**src/rtl/pipelined_cla_add_sub.sv**
```systemverilog
// Pipelined adder/subtractor: one GROUP-bit carry-lookahead group per stage.
// Each beat carries its group carry, partial result and unconsumed operand bits down the pipe.
module pipelined_cla_add_sub #(
  parameter int WIDTH = 16,
  parameter int GROUP = 4
) (
  input  logic             clk_i,
  input  logic             rst_i,
  input  logic             in_valid_i,
  output logic             in_ready_o,
  input  logic [WIDTH-1:0] a_i,
  input  logic [WIDTH-1:0] b_i,
  input  logic             c_i,
  input  logic             sub_i,
  output logic             out_valid_o,
  input  logic             out_ready_i,
  output logic [WIDTH-1:0] s_o,
  output logic             c_o,
  output logic             v_o,
  output logic             z_o
);

  localparam int NSTG = WIDTH / GROUP;

  if (GROUP < 1 || GROUP > WIDTH || (WIDTH % GROUP) != 0) begin : g_param_check
    $error("pipelined_cla_add_sub: WIDTH must be a non-zero multiple of GROUP");
  end

  logic [WIDTH-1:0] a_q   [NSTG];
  logic [WIDTH-1:0] b_q   [NSTG];
  logic [WIDTH-1:0] s_q   [NSTG];
  logic [NSTG-1:0]  c_q;
  logic [NSTG-1:0]  vld_q;
  logic             v_q;
  logic             z_q;

  logic [WIDTH-1:0] a_src [NSTG];
  logic [WIDTH-1:0] b_src [NSTG];
  logic [WIDTH-1:0] s_src [NSTG];
  logic [NSTG-1:0]  c_src;
  logic [NSTG-1:0]  vld_src;

  logic [GROUP+1:0] grp   [NSTG];
  logic [WIDTH-1:0] s_nxt [NSTG];
  logic [NSTG-1:0]  c_nxt;
  logic             v_nxt;
  logic             z_nxt;
  logic             en;

  // Returns {carry into group MSB, group carry-out, group sum}.
  function automatic logic [GROUP+1:0] cla_group(
    input logic [GROUP-1:0] a,
    input logic [GROUP-1:0] b,
    input logic             cin
  );
    logic [GROUP:0]   c;
    logic [GROUP-1:0] s;
    c[0] = cin;
    for (int j = 0; j < GROUP; j++) begin
      c[j+1] = (a[j] & b[j]) | ((a[j] | b[j]) & c[j]);
      s[j]   = a[j] ^ b[j] ^ c[j];
    end
    return {c[GROUP-1], c[GROUP], s};
  endfunction

  assign en         = ~vld_q[NSTG-1] | out_ready_i;
  assign in_ready_o = en;

  // Stage 0 sees the conditioned inputs; subtraction becomes A + ~B + ~c_i.
  always_comb begin
    c_src      = '0;
    vld_src    = '0;
    a_src[0]   = a_i;
    b_src[0]   = sub_i ? ~b_i : b_i;
    s_src[0]   = '0;
    c_src[0]   = c_i ^ sub_i;
    vld_src[0] = in_valid_i;
    for (int k = 1; k < NSTG; k++) begin
      a_src[k]   = a_q[k-1];
      b_src[k]   = b_q[k-1];
      s_src[k]   = s_q[k-1];
      c_src[k]   = c_q[k-1];
      vld_src[k] = vld_q[k-1];
    end
  end

  always_comb begin
    c_nxt = '0;
    for (int k = 0; k < NSTG; k++) begin
      grp[k]   = cla_group(a_src[k][k*GROUP +: GROUP], b_src[k][k*GROUP +: GROUP], c_src[k]);
      s_nxt[k] = s_src[k];
      s_nxt[k][k*GROUP +: GROUP] = grp[k][GROUP-1:0];
      c_nxt[k] = grp[k][GROUP];
    end
    v_nxt = grp[NSTG-1][GROUP+1] ^ grp[NSTG-1][GROUP];
    z_nxt = ~|s_nxt[NSTG-1];
  end

  // A single advance enable moves the whole pipe, bubbles included.
  always_ff @(posedge clk_i) begin
    if (rst_i) begin
      vld_q <= '0;
      c_q   <= '0;
      v_q   <= 1'b0;
      z_q   <= 1'b0;
      for (int k = 0; k < NSTG; k++) begin
        a_q[k] <= '0;
        b_q[k] <= '0;
        s_q[k] <= '0;
      end
    end else if (en) begin
      vld_q <= vld_src;
      c_q   <= c_nxt;
      v_q   <= v_nxt;
      z_q   <= z_nxt;
      for (int k = 0; k < NSTG; k++) begin
        a_q[k] <= a_src[k];
        b_q[k] <= b_src[k];
        s_q[k] <= s_nxt[k];
      end
    end
  end

  assign out_valid_o = vld_q[NSTG-1];
  assign s_o         = s_q[NSTG-1];
  assign c_o         = c_q[NSTG-1];
  assign v_o         = v_q;
  assign z_o         = z_q;

endmodule

```
**config.mk**
```make
export PLATFORM = sky130hd
export DESIGN_NAME = pipelined_cla_add_sub
export DESIGN_NICKNAME = d
export VERILOG_FILES = /design/src/rtl/pipelined_cla_add_sub.sv
export SDC_FILE = /design/constraint.sdc
export NUM_CORES = 1
export LEC_CHECK = 0
export ABC_AREA = 1
export BUFFER_PORTS_ARGS = -buffer_cell sky130_fd_sc_hd__clkbuf_2
export CAP_MARGIN = 20
export CELL_PAD_IN_SITES_DETAIL_PLACEMENT = 1
export CELL_PAD_IN_SITES_GLOBAL_PLACEMENT = 1
export CORE_MARGIN = 2
export CORE_UTILIZATION = 41
export DETAILED_ROUTE_END_ITERATION = 6
export HOLD_SLACK_MARGIN = 0.03
export MAX_ROUTING_LAYER = met4
export PLACE_DENSITY_LB_ADDON = 0.1
export SLEW_MARGIN = 5
export SYNTH_ARGS = -nofsm -noshare
export SYNTH_HDL_FRONTEND = slang
export SYNTH_SLANG_ARGS = --single-unit
```
**constraint.sdc**
```tcl
create_clock -name clk_i -period 2.4 [get_ports clk_i]
set_input_delay 0.12 -clock clk_i [delete_from_list [all_inputs] [get_ports clk_i]]
set_output_delay 0.12 -clock clk_i [all_outputs]
set_load 0.05 [all_outputs]
```
==> results.toml <==
[global_route]
grt.met3_usage = 0.0349
grt_pass1_wl_um = 11200
antenna_found_initial = 0
grt.overflow.total = 0
busiest_layer = "met2"
grt_max_degree = 57
grt_use_met1 = 0.166
grt_use_met2 = 0.205
grt_util_all_layers = 0.134
grt_pass1_vias = 2448

[floorplan]
core_area_um2 = 10200
num_io_pins = 59
std_cell_rows = 37
die-area_um2 = 11300
start_util = 0.419
die_h_um = 106
die-width_um = 106

[outcome]
status = "complete, no violations"

[place]
dp_slack_ps = -97.8
place_inst = 552
dpl_cell_area_um2 = 4720
io_buffers = 58
gp_congestion = 0.748
dp.final_hpwl_um = 4340

[timing]
fin_skew_ps = 8.55
fin_hold_ws_ps = 56.4
finalSetupTns_ps = 0
finalHoldViolations = 0
fmax_mhz = 439
fin_crit_ps = 2280
fin_crit_sh = 0.948
worst_slew_pin_slew_ps = 693
relSlewSlack = 0.538
drv_slew = 0
rsz0062_at_grt = "false"
setup_ws_ps = 124
setup_viol_count_final = 0

[worst_setup_path]
worstSetupPathType = "flip-flop to flip-flop"
cp_max_fo = 2
critical-path-top-delay-family = "adder cells"
crit_path_frequent_cell = "nand2_1"
critPathLaunchType = "flip-flop"
cpPeakStageDelay_ps = 550
ff2ff_setup_slack_ps = 120
cp-end-kind = "flip-flop"
critical_path.slowest_cell = "fa_1"
timing.critical_path.arrival_ps = 2590
worstPathCellList = "fa_1 > inv_1 > fa_2 > fa_2 > fa_1 > nand2_1 > inv_1 > nand2_1 > nor2_1 > nand3_1 > nand2_1"
critPathBufInv = 2
cp_data_required_time_ps = 2710

[clock_tree]
clockBufferDepth = 2
clk_pin_slew_worst_paths_ps = 90
h-tree-depth = 3
cts_buffers = 9
clockRootBuffer = "clkbuf_8"
clock_latency_ps = 360
cts_num_sinks = 98
cts_tree = "built"

[power]
power.total_mw = 3.66
power_density_nw_per_um2 = 734
vdd_drop_max_mv = 0.256
leakage_nw = 2.19

[finish]
layout-drive-gt1-share = 0.202
num_antenna_cells = 0
syn_to_final_growth_pct = 16.4
multiInputGateArea_um2 = 993
nets = 484
ff_latch_area_um2 = 2850
final_design_area_no_fill_um2 = 4990
fill_cells = 1122
fin_cells = 571
post-route-util = 0.487

[logic_synthesis]
synth_top_area_share = 0.617
synth_most_common_cell = "nor2_1"
ys_seq_area_frac = 0.664
ys_async_sr_fraction = 0
ys_types = 20
synth_edf_count = 88
synth_area_um2 = 4280
synth_area_leaders = "edfxtp_1 62%, nor2_1 8.5%, inv_1 8.3%"
synth_top_area_cell = "edfxtp_1"
synth_warnings = 0
syn_avg_cell_area_um2 = 11.8
ys.flop_type = "edfxtp_1"
synth_nets = 418
synth_common_cells = "97 x nor2_1, 95 x inv_1, 88 x edfxtp_1"
yosys_register_bits = 98
netlist_instances = 364

[detailed_routing]
drtAntennaViolNets = 0
wl_per_cell_um = 11.3
drt_iter0_drc = 49
via_count = 2374
drt_first_pass_iters = 4
finalWirelength_um = 6470
vias_per_cell = 4.16
drc_errors = 0

[run]
maxCapViolations = 0

[worst_hold_path]
hold_path_class = "primary input to flip-flop"
## routing by layer
metal	wire length, um	up-vias	part of all wire
met4	159	0	0.025
met3	248	10	0.038
li1	-	1221	-
met1	3050	1096	0.47
met5	0	-	0
met2	3010	47	0.47
## cell families after synthesis
logic type	share of synthesized area
simple gates	0.106
buf+inv	0.109
xor+xnor	0.0368
fa+ha+maj	0.0748
flops	0.664
compound gates	0.00993
## cell usage in the layout (no fill, tap or decap)
master	n
a21oi_1	1
buf_12	1
buf_4	6
bufinv_16	3
clkbuf_1	2
clkbuf_2	58
clkbuf_8	9
clkinv_2	1
clkinv_4	1
clkinvlp_4	1
dfxtp_1	8
dfxtp_2	1
dfxtp_4	1
dlygate4sd3_1	2
edfxtp_1	88
fa_1	14
fa_2	2
inv_1	94
inv_2	1
nand2_1	15
nand2_4	1
nand2_8	1
nand3_1	1
nor2_1	97
nor2_4	1
o21ai_0	4
o21ai_1	1
o22ai_1	2
xnor2_1	15
xor2_1	3
## where the power goes
part           internal (mW)  switching, mW
clock network          0.694          0.555
registers               1.99         0.0430
logic                  0.143          0.239
## repair_timing
action                     in CTS  in global routing
setup endpoints to repair       1                  1
hold buffers                    2                  0
hold endpoints to repair        2                  0
resized for setup               2                  0
setup buffers                   1                  0
pin swaps                       1                  3
## state kept, by name, summed over array words and instances, names as in the netlist
signal  flops
s_q        40
a_q        24
b_q        24
c_q         4
vld_q       4
v_o         1
z_o         1
## final timing paths
path	startpoint	end	depth (start not counted)
worst min register to register	vld_q[2]$_SDFFE_PP0P_	vld_q[3]$_SDFFE_PP0P_	2
worst min-delay path	a_i[7]	a_q[0][7]$_SDFFCE_PN0P_	3
worst max register to register	b_q[0][44]$_SDFFCE_PN0P_	z_o$_SDFFE_PP0P_	11
worst max-delay path	b_q[0][44]$_SDFFCE_PN0P_	z_o$_SDFFE_PP0P_	11
## worst register-to-register path, delay by kind of cell, from the launching register on
family	cells	cell delay, ps
buffers and inverters	2	100
and+or+nand+nor	5	310
adders and majority gates	4	1460
DFF	1	360
## cell type report
type | count | share of cell area
Tap cell | 136 | 0.0341
Timing Repair Buffer | 67 | 0.0753
Inverter | 96 | 0.0730
Sequential cell | 98 | 0.571
Multi-Input combinational cell | 158 | 0.199
Clock buffer | 11 | 0.0263
Clock inverter | 5 | 0.0208
No activity file was read; power rests on OpenSTA's default activity.
